## src/rtl/pong_game_ctrl_if.sv

```systemverilog
// Physics-engine link for the pong controller: step drive (ball/paddles) out,
// step result (score/ball/paddles) back.
interface pong_game_ctrl_if;
  logic [31:0] pp_ball_pos;
  logic [15:0] pp_ball_vel;
  logic [31:0] pp_left_paddle;
  logic [31:0] pp_right_paddle;
  logic [1:0]  pp_score;
  logic [31:0] pp_ball_pos_in;
  logic [15:0] pp_ball_vel_in;
  logic [31:0] pp_left_paddle_in;
  logic [31:0] pp_right_paddle_in;

  // Handshake: the controller presents drive values from the cycle after LOAD
  // and holds them until the next LOAD; the physics side must present a valid
  // result exactly STEP_LATENCY cycles later, when COMMIT samples it once.
  modport master (
    output pp_ball_pos, pp_ball_vel, pp_left_paddle, pp_right_paddle,
    input  pp_score, pp_ball_pos_in, pp_ball_vel_in, pp_left_paddle_in,
           pp_right_paddle_in
  );

  modport slave (
    input  pp_ball_pos, pp_ball_vel, pp_left_paddle, pp_right_paddle,
    output pp_score, pp_ball_pos_in, pp_ball_vel_in, pp_left_paddle_in,
           pp_right_paddle_in
  );
endinterface

```

## src/rtl/pong_game_ctrl.sv

```systemverilog
// Pong match controller: serve timing, per-frame physics step sequencing,
// score keeping and frame-overrun detection.
module pong_game_ctrl #(
  parameter int               STEP_LATENCY = 2,
  parameter int               WIN_SCORE    = 7,
  parameter int               SERVE_DELAY  = 60,
  parameter logic signed [7:0] SERVE_VX    = 8'sd2
) (
  input  logic                   clk,
  input  logic                   rst,
  input  logic                   start,
  input  logic                   frame_tick,
  input  logic [31:0]            dimensions,
  input  logic [31:0]            left_paddle_in,
  input  logic [31:0]            right_paddle_in,
  pong_game_ctrl_if.master       pp,
  output logic [31:0]            ball_pos,
  output logic [3:0]             left_score,
  output logic [3:0]             right_score,
  output logic [2:0]             state,
  output logic                   game_over,
  output logic                   frame_overrun
);

  typedef enum logic [2:0] {
    IDLE      = 3'd0,
    SERVE     = 3'd1,
    WAIT_TICK = 3'd2,
    LOAD      = 3'd3,
    STEP      = 3'd4,
    COMMIT    = 3'd5,
    OVER      = 3'd6
  } state_t;

  localparam logic [7:0] SERVE_LAST = 8'((SERVE_DELAY == 0) ? 0 : SERVE_DELAY - 1);
  localparam logic [3:0] STEP_LAST  = 4'(STEP_LATENCY - 1);
  localparam logic [3:0] WIN        = 4'(WIN_SCORE);

  state_t      state_q, state_d;
  logic [7:0]  serve_cnt;
  logic [3:0]  step_cnt;
  logic [31:0] ball_pos_q;
  logic [15:0] ball_vel_q;
  logic        enter_serve;
  logic        serve_right;
  logic [3:0]  left_inc, right_inc;
  logic [15:0] half_w, half_h;

  assign half_w    = dimensions[31:16] >> 1;
  assign half_h    = dimensions[15:0] >> 1;
  assign left_inc  = (left_score == 4'hF) ? 4'hF : left_score + 4'd1;
  assign right_inc = (right_score == 4'hF) ? 4'hF : right_score + 4'd1;

  always_comb begin
    state_d     = state_q;
    enter_serve = 1'b0;
    serve_right = 1'b1;
    case (state_q)
      IDLE, OVER: begin
        if (start) begin
          state_d     = SERVE;
          enter_serve = 1'b1;
        end
      end
      SERVE: begin
        if (SERVE_DELAY == 0 || (frame_tick && serve_cnt == SERVE_LAST))
          state_d = WAIT_TICK;
      end
      WAIT_TICK: if (frame_tick) state_d = LOAD;
      LOAD:      state_d = STEP;
      STEP:      if (step_cnt == STEP_LAST) state_d = COMMIT;
      COMMIT: begin
        case (pp.pp_score)
          2'b01: begin
            // Right conceded: next serve heads right.
            state_d     = (left_inc == WIN) ? OVER : SERVE;
            enter_serve = (left_inc != WIN);
            serve_right = 1'b1;
          end
          2'b10: begin
            state_d     = (right_inc == WIN) ? OVER : SERVE;
            enter_serve = (right_inc != WIN);
            serve_right = 1'b0;
          end
          default: state_d = WAIT_TICK;
        endcase
      end
      default: state_d = IDLE;
    endcase
  end

  always_ff @(posedge clk or posedge rst) begin
    if (rst) begin
      state_q            <= IDLE;
      serve_cnt          <= '0;
      step_cnt           <= '0;
      ball_pos_q         <= '0;
      ball_vel_q         <= '0;
      left_score         <= '0;
      right_score        <= '0;
      frame_overrun      <= 1'b0;
      pp.pp_ball_pos     <= '0;
      pp.pp_ball_vel     <= '0;
      pp.pp_left_paddle  <= '0;
      pp.pp_right_paddle <= '0;
    end else begin
      state_q <= state_d;
      case (state_q)
        IDLE, OVER: begin
          if (start) begin
            left_score    <= '0;
            right_score   <= '0;
            frame_overrun <= 1'b0;
          end
        end
        SERVE: begin
          if (frame_tick)
            serve_cnt <= (state_d == WAIT_TICK) ? 8'd0 : serve_cnt + 8'd1;
        end
        LOAD: begin
          pp.pp_ball_pos     <= ball_pos_q;
          pp.pp_ball_vel     <= ball_vel_q;
          pp.pp_left_paddle  <= left_paddle_in;
          pp.pp_right_paddle <= right_paddle_in;
          step_cnt           <= '0;
        end
        STEP: step_cnt <= step_cnt + 4'd1;
        COMMIT: begin
          case (pp.pp_score)
            2'b01:   left_score  <= left_inc;
            2'b10:   right_score <= right_inc;
            default: begin
              ball_pos_q <= pp.pp_ball_pos_in;
              ball_vel_q <= pp.pp_ball_vel_in;
            end
          endcase
        end
        default: ;
      endcase
      if (enter_serve) begin
        ball_pos_q <= {half_w, half_h};
        ball_vel_q <= {serve_right ? SERVE_VX : 8'(-SERVE_VX), 8'd0};
        serve_cnt  <= '0;
      end
      // Ticks arriving mid-step are dropped, not queued.
      if (frame_tick && (state_q == LOAD || state_q == STEP || state_q == COMMIT))
        frame_overrun <= 1'b1;
    end
  end

  assign ball_pos  = ball_pos_q;
  assign state     = state_q;
  assign game_over = (state_q == OVER);

endmodule

```

## src/flat_wrapper.sv

```systemverilog
// flat-port wrapper written by rule: the top's interface ports become plain ports
module pong_game_ctrl_flat 
#(
  parameter int               STEP_LATENCY = 2,
  parameter int               WIN_SCORE    = 7,
  parameter int               SERVE_DELAY  = 60,
  parameter logic signed [7:0] SERVE_VX    = 8'sd2
)
  (clk, rst, start, frame_tick, dimensions, left_paddle_in, right_paddle_in, ball_pos, left_score, right_score, state, game_over, frame_overrun, pp_pp_ball_pos, pp_pp_ball_vel, pp_pp_left_paddle, pp_pp_right_paddle, pp_pp_score, pp_pp_ball_pos_in, pp_pp_ball_vel_in, pp_pp_left_paddle_in, pp_pp_right_paddle_in);
  pong_game_ctrl_if pp_i ();
  input  logic clk;
  input  logic rst;
  input  logic start;
  input  logic frame_tick;
  input  logic [31:0] dimensions;
  input  logic [31:0] left_paddle_in;
  input  logic [31:0] right_paddle_in;
  output logic [31:0] ball_pos;
  output logic [3:0] left_score;
  output logic [3:0] right_score;
  output logic [2:0] state;
  output logic game_over;
  output logic frame_overrun;
  output wire logic [$bits(pp_i.pp_ball_pos)-1:0] pp_pp_ball_pos;
  output wire logic [$bits(pp_i.pp_ball_vel)-1:0] pp_pp_ball_vel;
  output wire logic [$bits(pp_i.pp_left_paddle)-1:0] pp_pp_left_paddle;
  output wire logic [$bits(pp_i.pp_right_paddle)-1:0] pp_pp_right_paddle;
  input wire logic [$bits(pp_i.pp_score)-1:0] pp_pp_score;
  input wire logic [$bits(pp_i.pp_ball_pos_in)-1:0] pp_pp_ball_pos_in;
  input wire logic [$bits(pp_i.pp_ball_vel_in)-1:0] pp_pp_ball_vel_in;
  input wire logic [$bits(pp_i.pp_left_paddle_in)-1:0] pp_pp_left_paddle_in;
  input wire logic [$bits(pp_i.pp_right_paddle_in)-1:0] pp_pp_right_paddle_in;
  assign pp_pp_ball_pos = pp_i.pp_ball_pos;
  assign pp_pp_ball_vel = pp_i.pp_ball_vel;
  assign pp_pp_left_paddle = pp_i.pp_left_paddle;
  assign pp_pp_right_paddle = pp_i.pp_right_paddle;
  assign pp_i.pp_score = pp_pp_score;
  assign pp_i.pp_ball_pos_in = pp_pp_ball_pos_in;
  assign pp_i.pp_ball_vel_in = pp_pp_ball_vel_in;
  assign pp_i.pp_left_paddle_in = pp_pp_left_paddle_in;
  assign pp_i.pp_right_paddle_in = pp_pp_right_paddle_in;
  pong_game_ctrl #(.STEP_LATENCY(STEP_LATENCY), .WIN_SCORE(WIN_SCORE), .SERVE_DELAY(SERVE_DELAY), .SERVE_VX(SERVE_VX)) u_core (.clk(clk), .rst(rst), .start(start), .frame_tick(frame_tick), .dimensions(dimensions), .left_paddle_in(left_paddle_in), .right_paddle_in(right_paddle_in), .pp(pp_i), .ball_pos(ball_pos), .left_score(left_score), .right_score(right_score), .state(state), .game_over(game_over), .frame_overrun(frame_overrun));
endmodule
```

## config.mk

```make
export PLATFORM = sky130hd
export DESIGN_NAME = pong_game_ctrl_flat
export DESIGN_NICKNAME = d
export VERILOG_FILES = /design/src/rtl/pong_game_ctrl_if.sv /design/src/rtl/pong_game_ctrl.sv /design/src/flat_wrapper.sv
export SDC_FILE = /design/constraint.sdc
export NUM_CORES = 1
export LEC_CHECK = 0
export ABC_AREA = 1
export CORE_ASPECT_RATIO = 1.25
export CORE_MARGIN = 10
export CORE_UTILIZATION = 41
export DETAILED_ROUTE_END_ITERATION = 12
export GPL_TIMING_DRIVEN = 0
export HOLD_SLACK_MARGIN = 0.02
export PLACE_DENSITY = 0.81
export SYNTH_ARGS = -nofsm -noshare
export SYNTH_HDL_FRONTEND = slang
export SYNTH_SLANG_ARGS = --single-unit
```

## constraint.sdc

```tcl
create_clock -name clk -period 7.9 [get_ports clk]
set_clock_uncertainty 0.15 [all_clocks]
set_input_delay 2.37 -clock clk [delete_from_list [all_inputs] [get_ports clk]]
set_output_delay 2.37 -clock clk [all_outputs]
set_load 0.02 [all_outputs]
```

# ---- Word level (Yosys, flattened, before mapping)
# Index checks and enable logic that the tools add are counted.
dict set report word_totals {
  reg_bits 184
  out_inout_bits 157
  wordCells 91
}
dict set report op_classes {
  eq_ne 21
  reduce_logical 19
  mux 35
  addsub 4
}
# cell count
set op_table {}
lappend op_table {{$mux 32} 3}
lappend op_table {{$mux 16} 3}
lappend op_table {{$mux 8} 5}
lappend op_table {{$pmux 4 s2} 3}
lappend op_table {{$mux 4} 5}
lappend op_table {{$mux 3} 6}
lappend op_table {{$pmux 3 s6} 1}
lappend op_table {{$reduce_bool 2->1} 7}
lappend op_table {{$add 4x1->4 const B} 3}
lappend op_table {{$eq 3x2->1 const B} 3}
lappend op_table {{$eq 3x3->1 const B} 3}
lappend op_table {{$add 8x1->8 const B} 1}
lappend op_table {{$eq 4x3->1 const B} 2}
lappend op_table {{$eq 4x4->1 const B} 2}
lappend op_table {{$eq 8x6->1 const B} 1}
lappend op_table {{$ne 4x3->1 const B} 2}
lappend op_table {{$mux 1} 6}
lappend op_table {{$ne 2x2->1 const B} 3}
lappend op_table {{$pmux 3 s2} 1}
lappend op_table {{$reduce_and 2->1} 3}
lappend op_table {{$reduce_and 3->1} 2}
lappend op_table {{$eq 4x1->1 const B} 1}
lappend op_table {{$pmux 1 s2} 2}
lappend op_table {{$reduce_or 2->1} 2}
lappend op_table {{other kinds (7)} 9}

# ---- Logic depth before layout (Yosys ltp)
dict set report logic_depth {
  depth_word 11
  depth_mapped 14
  mapped_depth_nobuf 14
}

# ---- Worst setup path before layout
# Ideal clock, no wire load.
dict set report synth_path {
  path_type {input -> register}
  start {in pp_pp_score[0]}
  end {reg u_core.ball_pos_q[26], in the netlist u_core.ball_pos[26]}
  path_stages 9
  required_ns 7.633
  path_slack_ns 4.205
  setup_time_ns 0.117
  arrival_time_ns 3.428
  n_path_buf 1
  path_cell_list {inv_1 ha_1 nor2_2 nand3_2 nand2_2 inv_2 buf_4 o21ai_1 inv_1}
}
dict set report synth_between {
  elab_chain_len 5
  elab_cells_between_ends 9
  classes_between {eq/ne (3); mux (3); reduce/logical (3)}
}
# element line_no
set synth_lines {}
lappend synth_lines {{start: declaration} flat_wrapper.sv:28} ;# input wire logic [$bits(pp_i.pp_score)-1:0] pp_pp_score;
lappend synth_lines {{$eq 2x2->1 / $eq 2x1->1 (equally long branches)} {pong_game_ctrl.sv:73, pong_game_ctrl.sv:129}}
lappend synth_lines {{$pmux 1 s2} pong_game_ctrl.sv:73} ;# case (pp.pp_score)
lappend synth_lines {{$pmux 1 s2} pong_game_ctrl.sv:58} ;# case (state_q)
lappend synth_lines {{$ne 2x1->1 (no source line) / $reduce_bool 2->1 (equally long branches)} n/a}
lappend synth_lines {{$reduce_and 2->1 (no source line)} n/a}
lappend synth_lines {{end signal: assignment} pong_game_ctrl.sv:133} ;# ball_pos_q <= pp.pp_ball_pos_in;
lappend synth_lines {{end signal: assignment} pong_game_ctrl.sv:141} ;# ball_pos_q <= {half_w, half_h};
lappend synth_lines {{end: declaration} pong_game_ctrl.sv:42} ;# logic [31:0] ball_pos_q;
# Parallel ways exist; a longest one is shown, timed or not.
# A chain may end at the register's enable or synchronous reset.

# ---- Worst setup path in the final report
dict set report layout_path {
  start {reg u_core.state_q[0], in the netlist u_core.state[0]}
  end {out game_over}
}
dict set report layout_between {
  elab_chain_len 1
}
# element line_no
set layout_lines {}
lappend layout_lines {{start: declaration} pong_game_ctrl.sv:39} ;# state_t state_q, state_d;
lappend layout_lines {{start signal: assignment} pong_game_ctrl.sv:107} ;# state_q <= state_d;
lappend layout_lines {{$eq 3x3->1} pong_game_ctrl.sv:153} ;# assign game_over = (state_q == OVER);
lappend layout_lines {{end: declaration} flat_wrapper.sv:22} ;# output logic game_over;
# Every way passes these cells.

==> metrics.md <==
| Metric | Value |
|---|---|
| RSZ-0062 raised after global routing | `false` |
| Placement Cell Area | `11100 um2` |
| Final ANT Viol Nets | `0` |
| Postcts setup bufs | `0` |
| Startpoint Class | `flip-flop` |
| Num CTS Buffers | `17` |
| Starting Density | `41.6%` |
| Reg clk slew, reported paths | `0.07 ns` |
| First-pass GRT wire length | `39.3 mm` |
| Dominant cell type by area after synthesis | `dfrtp_1` |
| H-tree lvl count | `4` |
| Async S/R FF share, synth | `100%` |
| Synth Flop Type | `dfrtp_1` |
| Hold_ws | `0.326 ns` |
| Cell Rows | `56` |
| Wirelength, routed | `25.4 mm` |
| Yosys reg bits | `184` |
| Area growth syn-to-layout | `51.6%` |
| Peak supply drop | `0.163 mV` |
| Maximum Capacitance Violations | `0` |
| CP max FO | `5` |
| Hold WC Path Type | `reg2reg` |
| Die Width | `143 um` |
| All-Layer GR Usage | `20.1%` |
| Drt pass-1 iters | `5` |
| Initial DRC Count | `383` |
| Cts hold-fix bufs | `0` |
| Die H | `174 um` |
| Vias | `7101` |
| Critical Path, Cell by Cell | `inv_2, nand3_1, inv_1, clkdlybuf4s50_1` |
| CTS tree | `yes` |
| CP Data Arrival Time | `1.77 ns` |
| Period utilization | `54.4%` |
| Most numerous cell in the Yosys netlist | `nand2_1` |
| Post-detail-place hpwl | `19.6 mm` |
| Synth Warn # | `0` |
| Initial antenna violation count | `0` |
| Yosys top cell area share | `59.5%` |
| GPL Wtd Cong | `0.867` |
| Core area | `18600 um2` |
| CP max stage delay | `0.61 ns` |
| Finished Cell Area | `11700 um2` |
| Period minus WS final | `4.29 ns` |
| CTS root buf | `clkbuf_16` |
| Tot Pwr | `4240 uW` |
| Pleak | `0.00563 uW` |
| Buffers on Ports | `304` |
| Largest net degree at the start of global routing | `96` |
| Max Slew Vio Count | `0` |
| CTS resizes | `0` |
| CTS max path bufs | `2` |
| N_diodes | `0` |
| Critical path class | `reg2out` |
| CTS sink cnt | `184` |
| Drt drc | `0` |
| Mapped Area | `7740 um2` |
| Least-Margin Pin Slew | `0.726 ns` |
| Mapped Nets | `1152` |
| Post-Place Worst Slack | `3.35 ns` |
| Top cells by count, synth | `nand2_1, dfrtp_1, nand3_1, inv_1, o21ai_0` |
| Final worst setup slack | `3.61 ns` |
| Number of global-route vias before repair | `7109` |
| Post-layout util | `63.0%` |
| Worst skew pair latency | `0.43 ns` |
| Post-Syn Instances | `931` |
| Worst path slowest cell | `clkdlybuf4s50_1` |
| Layout cells sized above 1 | `4.97%` |
| Fmax | `0.233 GHz` |
| Ports | `371` |
| Number of synthesized flops with an enable pin | `0` |
| Avg Inst Size Synth | `8.32 um2` |
| Cell Pwr Density | `361 nW/um2` |
| Drt wl/cell | `16.9 um` |
| Die area | `24800 um2` |
| Final Net Count | `1476` |
| Slew HR | `51.6%` |
| Required time of the worst setup path | `5.38 ns` |
| Final hold violations | `0` |
| Yosys cell types | `30` |
| Routed vias/inst | `4.74` |
| Final setup viols | `0` |
| Register area share after synthesis | `59.5%` |
| Top cells by area, synth | `dfrtp_1, nand2_1, nand3_1` |
| Grt ovf | `0` |
| Crit. End Element | `primary output` |
| Status | `completed` |
[registers in the layout, summed over array words and instances, names as in the netlist]
signal	flops
u_core.ball_pos	32
u_core.pp.pp_ball_pos	32
u_core.pp.pp_left_paddle	32
u_core.pp.pp_right_paddle	32
u_core.ball_vel_q	16
u_core.pp.pp_ball_vel	16
u_core.serve_cnt	8
u_core.left_score	4
u_core.right_score	4
u_core.step_cnt	4
u_core.state	3
u_core.frame_overrun	1
[path summary, 6_finish.rpt]
path,from,end,slack (ns),cells after the start
worst max-delay path,u_core.state[0]$_DFF_PP0_,game_over,3.61,4
worst min-delay path,u_core.ball_vel_q[10]$_DFFE_PP0P_,u_core.pp.pp_ball_vel[10]$_DFFE_PP0P_,0.33,2
worst max register to register,u_core.state[2]$_DFF_PP0_,u_core.pp.pp_ball_pos[27]$_DFFE_PP0P_,5.51,7
worst min register to register,u_core.ball_vel_q[10]$_DFFE_PP0P_,u_core.pp.pp_ball_vel[10]$_DFFE_PP0P_,0.33,2
max in group asynchronous,rst,u_core.pp.pp_ball_pos[3]$_DFFE_PP0P_,4.42,3
min in group asynchronous,rst,u_core.pp.pp_right_paddle[13]$_DFFE_PP0P_,2.27,2
[worst max-delay path: cells and delay by family, from the launching register on]
family	cells	cell delay, ns
flip-flops	1	0.43
buffers and inverters	3	0.81
AND/OR/NAND/NOR	1	0.10
[where the power goes]
group	switching [uW]	internal, uW
Clock	373	543
Combinational	950	821
Sequential	239	1320
[cell type report]
cell class / instances / area [um2]
tap: 232 / 290
fill: 1592 / 6900
inverter: 51 / 199
buffer: 37 / 183
clock buffer: 19 / 443
multi-input combinational: 659 / 2770
timing repair buffer: 305 / 3070
sequential: 184 / 4600
clock inverter: 12 / 186
[routing by layer]
metal	global-route usage [%]	share of wire, %	up-vias
met5	0	0	-
met4	8.01	2.8	0
met3	6.17	7.8	37
met2	34.6	50	229
met1	22.5	39	3311
li1	-	-	3524
[per-stage QoR]
stage | setup TNS, ns | std cells
finish | 0 | 1499
global route | 0 | 1499
CTS | 0 | 1499
detailed placement | 0 | 1468
global placement | -368.45 | 1467
floorplan | 0 | 931
[cells in the final DEF (no fill, tap or decap), types with 5 or more instances in the layout]
cell type and count:
clkdlybuf4s50_1 304, o21ai_1 10, ha_1 7, nand3_1 47, clkbuf_1 16, o21ai_0 29, buf_2 5, buf_1 9
nand2_1 514, dfrtp_1 184, nor2_1 14, a21oi_1 7, inv_1 43, buf_4 6, clkbuf_16 17, nor3_1 6
inv_2 6
[kinds of logic after synthesis]
family	count (synthesis)	synth area share (%)
compound gates	53	3.70
xor+xnor	4	0.452
fa+ha+maj	7	1.13
buf+inv	88	4.83
flops	184	59.5
mux	1	0.129
simple gates	594	30.3
(Power assumes the default switching activity.)
